--- config.mk ---
export PLATFORM = sky130hd
export DESIGN_NAME = motor_command_scheduler
export DESIGN_NICKNAME = d
export VERILOG_FILES = /design/src/rtl/motor_command_scheduler.sv
export SDC_FILE = /design/constraint.sdc
export NUM_CORES = 1
export LEC_CHECK = 0
export BUFFER_PORTS_ARGS = -buffer_cell sky130_fd_sc_hd__buf_4
export CORE_UTILIZATION = 43
export DETAILED_ROUTE_END_ITERATION = 7
export PLACE_DENSITY = 0.64
export SLEW_MARGIN = 20
export SYNTH_ARGS = -nofsm -noshare
export SYNTH_HDL_FRONTEND = slang
export SYNTH_SLANG_ARGS = --single-unit
--- constraint.sdc ---
create_clock -name clk -period 3.6 [get_ports clk]
set_input_delay 0.72 -clock clk [delete_from_list [all_inputs] [get_ports clk]]
set_output_delay 0.72 -clock clk [all_outputs]
set_load 0.005 [all_outputs]
--- src/rtl/motor_command_scheduler.sv ---
// motor_command_scheduler: arbitrates stop/drive/refresh requests and
// streams {"T":1,"L":x.x,"R":x.x}\n over a valid/ready byte link.
module motor_command_scheduler #(
  parameter int unsigned REFRESH_CLKS = 50_000_000
) (
  input  logic       clk,
  input  logic       rst_n,
  input  logic       stop_req,
  input  logic       drive_req,
  input  logic [4:0] drive_left,
  input  logic [4:0] drive_right,
  output logic [7:0] tx_data,
  output logic       tx_valid,
  input  logic       tx_ready,
  output logic       busy,
  output logic       msg_done
);

  typedef enum logic [1:0] {
    S_IDLE, S_SNAP, S_SEND, S_DONE
  } state_t;

  localparam logic [31:0] RC = 32'(REFRESH_CLKS);

  state_t r_state, w_next;
  logic r_stop_pend, r_drive_pend;
  logic signed [4:0] r_pend_l, r_pend_r;
  logic signed [4:0] r_last_l, r_last_r;
  logic signed [4:0] r_msg_l, r_msg_r;
  logic [4:0] r_idx, r_len;
  logic [31:0] r_idle_cnt;

  logic w_refresh, w_take_stop, w_take_drive, w_take_refr;
  logic w_accept, w_last, w_neg_l, w_neg_r;
  logic [4:0] w_lenl, w_lenr, w_r0, w_sr, w_end, w_off;
  logic [7:0] w_byte;

  function automatic logic signed [4:0] clamp(input logic signed [4:0] v);
    if (v < -5'sd10) return -5'sd10;
    if (v > 5'sd10) return 5'sd10;
    return v;
  endfunction

  function automatic logic [7:0] spd_char(input logic signed [4:0] v,
                                          input logic [2:0] k);
    logic signed [4:0] a;
    logic [7:0] ip, fp;
    a = v[4] ? -v : v;
    ip = (a[3:0] == 4'd10) ? 8'h31 : 8'h30;
    fp = (a[3:0] == 4'd10) ? 8'h30 : 8'h30 + {4'd0, a[3:0]};
    if (v[4]) begin
      case (k)
        3'd0: return 8'h2D;
        3'd1: return ip;
        3'd2: return 8'h2E;
        default: return fp;
      endcase
    end
    case (k)
      3'd0: return ip;
      3'd1: return 8'h2E;
      default: return fp;
    endcase
  endfunction

  function automatic logic [7:0] pre_char(input logic [3:0] k);
    case (k)
      4'd0: return 8'h7B;
      4'd2: return 8'h54;
      4'd4: return 8'h3A;
      4'd5: return 8'h31;
      4'd6: return 8'h2C;
      4'd8: return 8'h4C;
      4'd10: return 8'h3A;
      default: return 8'h22;
    endcase
  endfunction

  function automatic logic [7:0] mid_char(input logic [2:0] k);
    case (k)
      3'd0: return 8'h2C;
      3'd2: return 8'h52;
      3'd4: return 8'h3A;
      default: return 8'h22;
    endcase
  endfunction

  assign w_refresh = (RC != 32'd0) && (r_idle_cnt == RC);
  assign w_take_stop = (r_state == S_IDLE) && r_stop_pend;
  assign w_take_drive = (r_state == S_IDLE) && !r_stop_pend
                        && r_drive_pend;
  assign w_take_refr = (r_state == S_IDLE) && !r_stop_pend
                       && !r_drive_pend && w_refresh;
  assign w_accept = (r_state == S_SEND) && tx_ready;
  assign w_last = (r_idx == r_len - 5'd1);
  assign w_neg_l = r_msg_l[4];
  assign w_neg_r = r_msg_r[4];

  always_ff @(posedge clk) begin
    if (!rst_n) begin
      r_state      <= S_IDLE;
      r_stop_pend  <= 1'b0;
      r_drive_pend <= 1'b0;
      r_pend_l     <= '0;
      r_pend_r     <= '0;
      r_last_l     <= '0;
      r_last_r     <= '0;
      r_msg_l      <= '0;
      r_msg_r      <= '0;
      r_idx        <= '0;
      r_len        <= '0;
      r_idle_cnt   <= '0;
    end else begin
      r_state <= w_next;
      if (w_take_stop) begin
        r_stop_pend  <= 1'b0;
        r_drive_pend <= 1'b0;
      end else if (w_take_drive) begin
        r_drive_pend <= 1'b0;
      end
      // new requests win over the clear of the flag being taken
      if (stop_req) begin
        r_stop_pend <= 1'b1;
      end else if (drive_req) begin
        r_drive_pend <= 1'b1;
        r_pend_l     <= $signed(drive_left);
        r_pend_r     <= $signed(drive_right);
      end
      if (w_take_stop) begin
        r_msg_l <= '0;
        r_msg_r <= '0;
      end else if (w_take_drive) begin
        r_msg_l <= clamp(r_pend_l);
        r_msg_r <= clamp(r_pend_r);
      end else if (w_take_refr) begin
        r_msg_l <= r_last_l;
        r_msg_r <= r_last_r;
      end
      if (r_state == S_SNAP) begin
        r_last_l <= r_msg_l;
        r_last_r <= r_msg_r;
        r_idx    <= '0;
        r_len    <= 5'd24 + {4'd0, w_neg_l} + {4'd0, w_neg_r};
      end else if (w_accept) begin
        r_idx <= r_idx + 5'd1;
      end
      if (r_state == S_DONE) begin
        r_idle_cnt <= '0;
      end else if (r_state == S_IDLE && !r_stop_pend && !r_drive_pend
                   && r_idle_cnt != RC) begin
        r_idle_cnt <= r_idle_cnt + 32'd1;
      end
    end
  end

  always_comb begin
    w_next = r_state;
    unique case (r_state)
      S_IDLE: if (w_take_stop || w_take_drive || w_take_refr) w_next = S_SNAP;
      S_SNAP: w_next = S_SEND;
      S_SEND: if (w_accept && w_last) w_next = S_DONE;
      S_DONE: w_next = S_IDLE;
      default: w_next = S_IDLE;
    endcase
  end

  always_comb begin
    w_lenl = w_neg_l ? 5'd4 : 5'd3;
    w_lenr = w_neg_r ? 5'd4 : 5'd3;
    w_r0   = 5'd11 + w_lenl;
    w_sr   = w_r0 + 5'd5;
    w_end  = w_sr + w_lenr;
    w_off  = '0;
    w_byte = 8'h0A;
    if (r_idx < 5'd11) begin
      w_byte = pre_char(r_idx[3:0]);
    end else if (r_idx < w_r0) begin
      w_off  = r_idx - 5'd11;
      w_byte = spd_char(r_msg_l, w_off[2:0]);
    end else if (r_idx < w_sr) begin
      w_off  = r_idx - w_r0;
      w_byte = mid_char(w_off[2:0]);
    end else if (r_idx < w_end) begin
      w_off  = r_idx - w_sr;
      w_byte = spd_char(r_msg_r, w_off[2:0]);
    end else if (r_idx == w_end) begin
      w_byte = 8'h7D;
    end
  end

  assign tx_valid = (r_state == S_SEND);
  assign tx_data  = tx_valid ? w_byte : 8'h00;
  assign busy     = (r_state != S_IDLE);
  assign msg_done = (r_state == S_DONE);

endmodule

==> metrics.md, run 1 <==
| Metric | Value |
|---|---|
| Status | finished clean |
| CTS Buf Count | 9 |
| Placed cell areas | 4940 um^2 |
| Area of the die | 11200 um^2 |
| Setup TNS | 0 ps |
| Die width | 106 um |
| Commonest non-fill, non-tap cell in the layout | dfxtp_1 |
| Vias in the first global route | 3814 |
| Row count | 37 |
| Port Buf Inserts | 24 |
| Postcts setup bufs | 0 |
| Worst setup EP type | primary output |
| Inst Count DP | 721 |
| Routed metal-1 wirelength | 5080 um |
| Top_reg_cell synth | dfxtp_1 |
| WL met3 | 345 um |
| P&R area growth vs syn | 11.8% |
| Post-layout min period | 3400 ps |
| Period utilization | 94.4% |
| Hold_buf cts | 0 |
| Non-filler instance count after layout | 736 |
| Combinational share of power | 26.3% |
| Post-Syn Area | 4640 um^2 |
| Post-synth EDFFs | 0 |
| Clock slew at reported path FFs | 80 ps |
| First-pass GRT wire length | 17700 um |
| Total I/O pin count | 26 |
| Critical Path RT | 2880 ps |
| Post-DP HPWL | 7550 um |
| CTS HTree Levels | 3 |
| Die Span Y | 106 um |
| Clock power frac | 32.2% |
| Slew headroom | 42.6% |
| Largest net degree at the start of global routing | 34 |
| CTS max path bufs | 2 |
| Power Density | 429 nW/um^2 |
| Avg WL per Cell | 14.1 um |
| Commonest non-fill, non-tap cells in the layout | dfxtp_1, nor2_1, nand2_1 |
| CTS root buffer | clkbuf_8 |
| Ys async rst share | 0% |
| ANT cells | 0 |
| DRC Markers | 0 |
| Worst reg2reg path startpoint | r_idle_cnt[0]$_SDFFE_PP0P_ |
| Psw | 0.700 mW |
| Layout Utilization | 50.0% |
| Router iterations before antenna repair | 5 |
| F_max | 294 MHz |
| Final net count | 639 |
| All-layer global routing usage | 19.5% |
| Max Cap Viol | 0 |
| CTS tree | yes |
| Number of synthesized register bits | 74 |
| Min-Delay Path Class | register to register |
| Critical Path Source Type | register |
| Mapped Nets | 622 |
| DR top layer | met4 |
| Overall power | 2.22 mW |
| Routed WL | 10400 um |
| Fin area | 5180 um^2 |
| Initial Util | 44.7% |
| Grt total ovfl | 0 |
| Sequential fraction of the synthesis area | 31.9% |
| Clk_lat worst skew | 350 ps |
| Sw frac | 31.5% |
| Worst setup path startpoint | r_idx[0]$_SDFFE_PP0P_ |
| Actual slew at the worst max-slew pin | 861 ps |
| Worst setup slack after layout | 202 ps |
| Starting DRT DRC Count | 172 |
| Total number of vias | 4075 |
| Post-Syn Instances | 579 |
| Setup Crit Path Kind | register to primary output |
| Slew Limit Fails | 0 |
| Placer Congestion | 0.897 |
| Final Hold Violating Endpoints | 0 |
| Core region area | 10400 um^2 |
| Sequential group share of total power | 41.6% |
| Antenna violations before repair | 0 |
| Hold path startpoint | r_len[3]$_SDFFE_PN0P_ |
| WL met2 | 4810 um |
| Routed Antenna Nets | 0 |
| CP arrival | 2680 ps |
| Share of cells above drive strength 1 | 10.5% |
| Final Setup Violations | 0 |
| DR vias/cell | 5.54 |
| Worst clock skew | 10.9 ps |
| Lkg Pwr | 1.87 nW |
| Mean Syn Cell Area | 8.01 um^2 |
| Synth warn | 0 |
| Power Internal | 1.52 mW |
| Hold WS | 456 ps |
| Fill cell count | 1034 |
| Clock sinks | 74 |
| Pre-CTS WS | 307 ps |
| Yosys cell types | 61 |
| Peak supply drop | 0.261 mV |
| Crit Path Max Fanout | 8 |
[critical path, cell delays in order, from the launching register on]
cell and delay [ps]:
dfxtp_4 400, inv_1 70, ha_1 210, fa_2 580
nor3b_4 210, a21oi_1 70, nor2_2 130, a211oi_1 70
a221oi_1 270, o221a_2 230, buf_4 100
[synth_stat cells, drive strengths merged, types with 2 or more instances]
master  instances  share of area, %
dfxtp          74                32
nor2           66               5.3
nand2          58               4.7
a21oi          32               3.5
o21ai          31               3.3
inv            28               2.3
ha             27               7.3
clkbuf         23               1.9
mux2i          23               5.0
xnor2          22               4.2
xor2           19               3.6
nor2b          17               2.3
nand3          16               1.8
nor3           13               1.6
or3            12               1.6
a21boi         11               1.8
o31ai          10               1.7
a211oi          9               1.7
and3            8               1.1
nand2b          7              0.94
nand4           7              0.94
a31oi           6              0.81
nor3b           5              0.92
o31a            5              0.94
buf             4              0.59
nor4            4              0.54
o21a            4              0.65
and2            3              0.40
and4            3              0.57
nand3b          3              0.49
nor4b           3              0.57
a211o           2              0.38
maj3            2              0.43
nor4bb          2              0.43
o211ai          2              0.32
o22ai           2              0.27
[power groups by stage]
stage                     sequential, mW  combinational [mW]  clock [mW]
after floorplan                    0.925               0.416           0
after global placement             0.941               0.562           0
after detailed placement           0.943               0.574           0
after CTS                          0.924               0.579       0.728
after global routing               0.933               0.660       0.756
final                              0.925               0.584       0.715
[per-layer routing]
metal | up-vias | global-route usage, %
met5 | - | 0
met4 | 0 | 7.44
met3 | 16 | 2.91
met2 | 97 | 32.2
met1 | 1902 | 25.6
li1 | 2060 | -
[final timing paths]
kind	cells after the start	slack [ps]	to
hold reg to reg	1	460	r_len[3]$_SDFFE_PN0P_
hold / removal	1	460	r_len[3]$_SDFFE_PN0P_
setup reg to reg	8	920	r_msg_r[0]$_SDFFE_PP0P_
setup / recovery	10	200	tx_data[3]
[layout make-up]
type / instances / area (um^2) / share of cell area [%]
clock inverter: 5 / 78.8 / 1.52
tap: 136 / 170 / 3.28
clock buffer: 10 / 138 / 2.66
multi-input combinational: 450 / 2960 / 57.0
sequential: 74 / 1490 / 28.7
timing repair buffer: 33 / 248 / 4.78
inverter: 28 / 105 / 2.03
[state kept, by name (all words and copies together) (netlist names), 2 cells and up]
signal      count
r_len           3
r_last_l        5
r_last_r        5
r_msg_r         5
r_idx           5
r_idle_cnt     32
r_pend_l        5
r_pend_r        5
r_state         2
r_msg_l         5
[cell families (layout without fill, tap and decap cells)]
group	Yosys count	after routing	share of synthesized area [%]
multiplexers	23	23	4.96
AO/OA/AOI/OAI	126	126	17.7
flip-flops	74	74	31.9
other	1	1	0.0809
buffers and inverters	55	76	4.72
AND/OR/NAND/NOR	229	229	24.7
adder cells (fa/ha/maj)	30	30	8.15
XOR/XNOR	41	41	7.74
[what timing repair did]
action,in CTS,in global routing
pin swaps,0,1
endpoints found under the setup margin,2,4
resized for setup,2,7
Power figures use the tool's default switching activity.
==> run 2, diff against run 1 <==
--- a/config.mk
+++ b/config.mk
@@ -6,6 +6,7 @@
 export NUM_CORES = 1
 export LEC_CHECK = 0
 export BUFFER_PORTS_ARGS = -buffer_cell sky130_fd_sc_hd__buf_4
+export CORE_ASPECT_RATIO = 1.5
 export CORE_UTILIZATION = 43
 export DETAILED_ROUTE_END_ITERATION = 7
 export PLACE_DENSITY = 0.64
==> run 2 against run 1 <==
Against the previous run: count of clock-buffer cells in the layout rose by 4; global-route usage rose by 1.0 points; final cell count rose by 1.9%; sequential power barely moved; critical path type unchanged; critical endpoint unchanged.
==> metrics.md, run 2 (synthesis results as in run 1) <==
| Metric | Value |
|---|---|
| Worst-path cell chain | inv_2 > ha_2 > fa_2 > nor3b_4 > a21oi_1 > nor2_2 > a211oi_1 > a221oi_1 > o221a_2 > buf_4 (was inv_1 > ha_1 > fa_2 > nor3b_4 > a21oi_1 > nor2_2 > a211oi_1 > a221oi_1 > o221a_2 > buf_4) |
| Hold WS | 457 ps (was 456 ps) |
| Placed cell areas | 4970 um^2 (was 4940 um^2) |
| Final Setup Violations | 0 (unchanged) |
| Power Density | 447 nW/um^2 (was 429 nW/um^2) |
| P&R area growth vs syn | 14.3% (was 11.8%) |
| Worst setup EP type | primary output (unchanged) |
| Area of the die | 11200 um^2 (about the same) |
| Slew Limit Fails | 0 (unchanged) |
| Worst clock skew | 5.49 ps (was 10.9 ps) |
| Hold path startpoint | r_len[3]$_SDFFE_PN0P_ (unchanged) |
| Sequential Area | 1490 um^2 (unchanged) |
| RSZ-0062 raised after global routing | no |
| Avg WL per Cell | 14.2 um (was 14.1 um) |
| Total I/O pin count | 26 (unchanged) |
| Actual slew at the worst max-slew pin | 846 ps (was 861 ps) |
| Setup Crit Path Kind | register to primary output (unchanged) |
| Die Span Y | 129 um (was 106 um) |
| Share of cells above drive strength 1 | 11.1% (was 10.5%) |
| DRC Markers | 0 (unchanged) |
| CP Buf/Inv Count | 2 (unchanged) |
| Cell family with most CP delay | adder cells (unchanged) |
| Crit Path Max Fanout | 5 (was 8) |
| CTS max path bufs | 2 (unchanged) |
| Worst r2r path cells | 8 (unchanged) |
| Biggest register | r_idle_cnt (unchanged) |
| Setup TNS | 0 ps (unchanged) |
| Critical Path RT | 2880 ps (about the same) |
| Router iterations before antenna repair | 4 (was 5) |
| CTS Buf Count | 9 (unchanged) |
| All-layer global routing usage | 20.5% (was 19.5%) |
| Row count | 46 (was 37) |
| First-pass GRT wire length | 18200 um (was 17700 um) |
| Starting DRT DRC Count | 217 (was 172) |
| Max reg flops | 32 (unchanged) |
| Max stage delay on crit path | 610 ps (was 580 ps) |
| Non-filler instance count after layout | 750 (was 736) |
| ANT cells | 0 (unchanged) |
| Commonest non-fill, non-tap cell in the layout | dfxtp_1 (unchanged) |
| CP arrival | 2680 ps (about the same) |
| Largest net degree at the start of global routing | 34 (unchanged) |
| Routed Antenna Nets | 0 (unchanged) |
| Post-DP HPWL | 7930 um (was 7550 um) |
| Layout Utilization | 50.3% (was 50.0%) |
| Clock sinks | 74 (unchanged) |
| CTS HTree Levels | 3 (unchanged) |
| Total number of vias | 4046 (was 4075) |
| Clk_lat worst skew | 330 ps (was 350 ps) |
| CTS root buffer | clkbuf_16 (was clkbuf_8) |
| F_max | 294 MHz (about the same) |
| Clock slew at reported path FFs | 60 ps (was 80 ps) |
| Hold_buf cts | 0 (unchanged) |
| Grt total ovfl | 0 (unchanged) |
| Peak supply drop | 0.267 mV (was 0.261 mV) |
| Min-Delay Path Class | register to register (unchanged) |
| WHS Endpoint | r_len[3]$_SDFFE_PN0P_ (unchanged) |
| Status | finished clean (unchanged) |
| Max Cap Viol | 0 (unchanged) |
| Lkg Pwr | 1.93 nW (was 1.87 nW) |
| Placer Congestion | 0.840 (was 0.897) |
| Period utilization | 94.4% (about the same) |
| Worst reg2reg path startpoint | r_idle_cnt[0]$_SDFFE_PP0P_ (unchanged) |
| Area occupied by multi-input gates | 2960 um^2 (unchanged) |
| Final net count | 644 (was 639) |
| Worst reg-to-reg setup slack | 1060 ps (was 920 ps) |
| Commonest non-fill, non-tap cells in the layout | dfxtp_1, nor2_1, nand2_1 (unchanged) |
| Fin area | 5300 um^2 (was 5180 um^2) |
| CTS tree | yes (unchanged) |
| Worst setup path startpoint | r_msg_l[4]$_SDFFE_PP0P_ (was r_idx[0]$_SDFFE_PP0P_) |
| Inst Count DP | 731 (was 721) |
| Fill cell count | 1055 (was 1034) |
| Vias in the first global route | 3946 (was 3814) |
| Hold depth | 1 (unchanged) |
| Final Hold Violating Endpoints | 0 (unchanged) |
| Die width | 86.8 um (was 106 um) |
| Core region area | 10500 um^2 (was 10400 um^2) |
| R2R Path End | r_msg_l[4]$_SDFFE_PP0P_ (was r_msg_r[0]$_SDFFE_PP0P_) |
| Critical Path Source Type | register (unchanged) |
| DR vias/cell | 5.39 (was 5.54) |
| Post-layout min period | 3400 ps (about the same) |
| Routed WL | 10600 um (was 10400 um) |
| Port Buf Inserts | 24 (unchanged) |
| Slew headroom | 43.6% (was 42.6%) |
| CP max-delay cell | fa_2 (unchanged) |
| Antenna violations before repair | 0 (unchanged) |
| Initial Util | 44.0% (was 44.7%) |
-- run 2: how the worst max path moves through the flow --
stage	to	cells after the start
global placement	tx_data[3]	10
floorplan	tx_data[3]	11
detailed placement	tx_data[3]	10
finish	tx_data[3]	10
CTS	tx_data[3]	10
global route	tx_data[3]	10
-- run 2: metal layers --
layer  track usage [%]  share of wire [%]
met1              22.9                 42
met2              37.3                 52
met3              4.08                2.4
met4              8.73                2.8
met5                 0                  0
-- run 2: report_power, final --
group	internal, mW	switching (mW)
Sequential	0.866	0.0596
Combinational	0.262	0.333
Clock	0.521	0.329
-- run 2: repair_timing --
item | in CTS | in global routing
resized for setup | 1 | 9
pin swaps | 0 | 3
setup buffers | 0 | 3
endpoints found under the setup margin | 1 | 4
-- run 2: stage by stage --
| step | total power [mW] | setup WS (ps) |
|---|---|---|
| global placement | 1.50 | 421 |
| detailed placement | 1.52 | 318 |
| finish | 2.37 | 203 |
| global route | 2.51 | 33.5 |
| floorplan | 1.34 | 26.8 |
| CTS | 2.37 | 26.4 |
-- run 2: worst register-to-register path: stages (launching register included) --
cell	delay [ps]
dfxtp_1	370
inv_1	120
ha_1	150
nor4bb_1	280
nand4_1	190
o31a_1	430
nor3_4	510
nor2_1	90
a211oi_1	290
-- run 2: final cells by class --
cell class	instances	share of cell area [%]
tap	144	3.40
timing repair buffer	38	5.38
multi-input combinational	450	55.8
inverter	28	1.98
clock inverter	2	0.189
clock buffer	14	5.17
sequential	74	28.1
==> run 3, diff against run 2 <==
--- a/config.mk
+++ b/config.mk
@@ -5,11 +5,12 @@
 export SDC_FILE = /design/constraint.sdc
 export NUM_CORES = 1
 export LEC_CHECK = 0
-export BUFFER_PORTS_ARGS = -buffer_cell sky130_fd_sc_hd__buf_4
 export CORE_ASPECT_RATIO = 1.5
 export CORE_UTILIZATION = 43
 export DETAILED_ROUTE_END_ITERATION = 7
-export PLACE_DENSITY = 0.64
+export DONT_BUFFER_PORTS = 1
+export PLACE_DENSITY = 0.62
+export REMOVE_ABC_BUFFERS = 1
 export SLEW_MARGIN = 20
 export SYNTH_ARGS = -nofsm -noshare
 export SYNTH_HDL_FRONTEND = slang
==> run 3 against run 2 <==
Against the previous run: sequential power about the same; combinational power down 14%; worst setup slack worse by 14 ps; clock skew up 4.3 ps; fmax down 0.42%; sequential cell count unchanged; critical path type unchanged; largest power group is now the clock network.
==> metrics.md, run 3 (synthesis results as in run 1) <==
| Metric | Value |
|---|---|
| Status | finished clean (unchanged) |
| Share of cells above drive strength 1 | 6.74% (was 11.1%) |
| DR top layer | met4 (unchanged) |
| Antenna violations before repair | 0 (unchanged) |
| CTS tree | yes (unchanged) |
| Router iterations before antenna repair | 4 (unchanged) |
| Max reg flops | 32 (unchanged) |
| Clock sinks | 74 (unchanged) |
| Biggest register | r_idle_cnt (unchanged) |
| CP arrival | 2690 ps (was 2680 ps) |
| Die Span Y | 129 um (unchanged) |
| Routed metal-1 wirelength | 4570 um (was 4500 um) |
| Vias in the first global route | 3862 (was 3946) |
| Worst setup slack after layout | 188 ps (was 203 ps) |
| Die width | 86.8 um (unchanged) |
| Post-layout min period | 3410 ps (was 3400 ps) |
| Initial Util | 44.0% (unchanged) |
| CTS root buffer | clkbuf_16 (unchanged) |
| Overall power | 2.39 mW (was 2.37 mW) |
| Post-DP HPWL | 7990 um (was 7930 um) |
| P&R area growth vs syn | 10.3% (was 14.3%) |
| DR vias/cell | 5.47 (was 5.39) |
| Period utilization | 94.8% (was 94.4%) |
| Setup TNS | 0 ps (unchanged) |
| Placed cell areas | 4790 um^2 (was 4970 um^2) |
| Worst setup EP type | primary output (unchanged) |
| ANT cells | 0 (unchanged) |
| Hold_buf cts | 0 (unchanged) |
| Placer Congestion | 0.843 (was 0.840) |
| Setup Crit Path Kind | register to primary output (unchanged) |
| F_max | 293 MHz (was 294 MHz) |
| Starting DRT DRC Count | 192 (was 217) |
| Min-Delay Path Class | register to register (unchanged) |
| Commonest non-fill, non-tap cells in the layout | dfxtp_1, nor2_1, nand2_1 (unchanged) |
| Max Cap Viol | 0 (unchanged) |
| First-pass GRT wire length | 17700 um (was 18200 um) |
| CTS HTree Levels | 3 (unchanged) |
| Largest net degree at the start of global routing | 34 (unchanged) |
| DRC Markers | 0 (unchanged) |
| Fin area | 5120 um^2 (was 5300 um^2) |
| Pre-CTS WS | 427 ps (was 318 ps) |
| Crit Path Max Fanout | 8 (was 5) |
| RSZ-0062 raised after global routing | no (unchanged) |
| Total I/O pin count | 26 (unchanged) |
| Critical Path Source Type | register (unchanged) |
| Commonest non-fill, non-tap cell in the layout | dfxtp_1 (unchanged) |
| Core region area | 10500 um^2 (unchanged) |
| Routed Antenna Nets | 0 (unchanged) |
| Row count | 46 (unchanged) |
| Slew headroom | 44.3% (was 43.6%) |
| Port Buf Inserts | 0 (was 24) |
| Final net count | 617 (was 644) |
| CTS max path bufs | 2 (unchanged) |
| Worst clock skew | 9.75 ps (was 5.49 ps) |
| Clk_lat worst skew | 330 ps (about the same) |
| Power Density | 466 nW/um^2 (was 447 nW/um^2) |
| Postcts setup bufs | 0 (unchanged) |
| Slew Limit Fails | 0 (unchanged) |
| CTS Buf Count | 9 (unchanged) |
| Routed WL | 10600 um (about the same) |
| Final Setup Violations | 0 (unchanged) |
| Total number of vias | 3952 (was 4046) |
| All-layer global routing usage | 20.1% (was 20.5%) |
| Grt total ovfl | 0 (unchanged) |
| Avg WL per Cell | 14.7 um (was 14.2 um) |
| WL met2 | 5510 um (was 5570 um) |
| Area of the die | 11200 um^2 (unchanged) |
| Clock slew at reported path FFs | 60 ps (about the same) |
| WL met3 | 297 um (was 260 um) |
| Final Hold Violating Endpoints | 0 (unchanged) |
| Number of gates resized after cts | 0 (was 1) |
| Actual slew at the worst max-slew pin | 835 ps (was 846 ps) |
| Peak supply drop | 0.232 mV (was 0.267 mV) |
| Lkg Pwr | 1.81 nW (was 1.93 nW) |
| Critical Path RT | 2880 ps (about the same) |
==> run 3: cell count changes in the layout (fill, tap and decap cells not counted), moves of 2 or more <==
cell / change
clkbuf_8: -2
bufinv_16: +2
clkinv_2: +2
clkbuf_1: -2
buf_4: -27
dfxtp_4: -2
==> run 3: power by group <==
part	leakage, nW	total (mW)	switching (mW)	internal [mW]
Sequential	0.600	0.927	0.0605	0.866
Combinational	1.05	0.514	0.310	0.204
Clock	0.162	0.946	0.326	0.620
==> run 3: worst max-delay path, cell delays in order (launching register included) <==
cell	delay (ps)
dfxtp_2	400
inv_1	100
ha_1	220
fa_1	420
xor2_1	180
and2_1	210
or3_1	380
a31oi_1	220
o311a_1	230
==> run 3: per-stage QoR <==
step | std cells | hold WS [ps] | utilization [%]
3_3_place_gp | 707 | 439 | 45.4
3_5_place_dp | 707 | 443 | 45.5
2_1_floorplan | 552 | 428 | -
6_report | 723 | 450 | 48.6
4_1_cts | 723 | 457 | 48.5
5_1_grt | 723 | 500 | 48.6
==> run 3: worst paths after layout <==
path | from | endpoint | slack [ps] | cells past startpoint
worst max-delay path | r_idx[0]$_SDFFE_PP0P_ | tx_data[1] | 190 | 8
worst min-delay path | r_len[3]$_SDFFE_PN0P_ | r_len[3]$_SDFFE_PN0P_ | 450 | 1
worst max register to register | r_idle_cnt[0]$_SDFFE_PP0P_ | r_msg_r[3]$_SDFFE_PP0P_ | 1100 | 8
worst min register to register | r_len[3]$_SDFFE_PN0P_ | r_len[3]$_SDFFE_PN0P_ | 450 | 1
==> run 3: per-layer routing <==
layer  GRT usage [%]  vias up
met5               0        -
met4            9.61        0
met3            3.50       19
met2            37.1       61
met1            21.7     1848
li1                -     2024
==> run 3: final cells by class <==
| type | instances | area, um^2 |
|---|---|---|
| fill | 1043 | 5420 |
| timing repair buffer | 11 | 82.6 |
| tap | 144 | 180 |
| clock inverter | 6 | 80.1 |
| sequential | 74 | 1480 |
| inverter | 28 | 105 |
| clock buffer | 10 | 239 |
| multi-input combinational | 450 | 2950 |
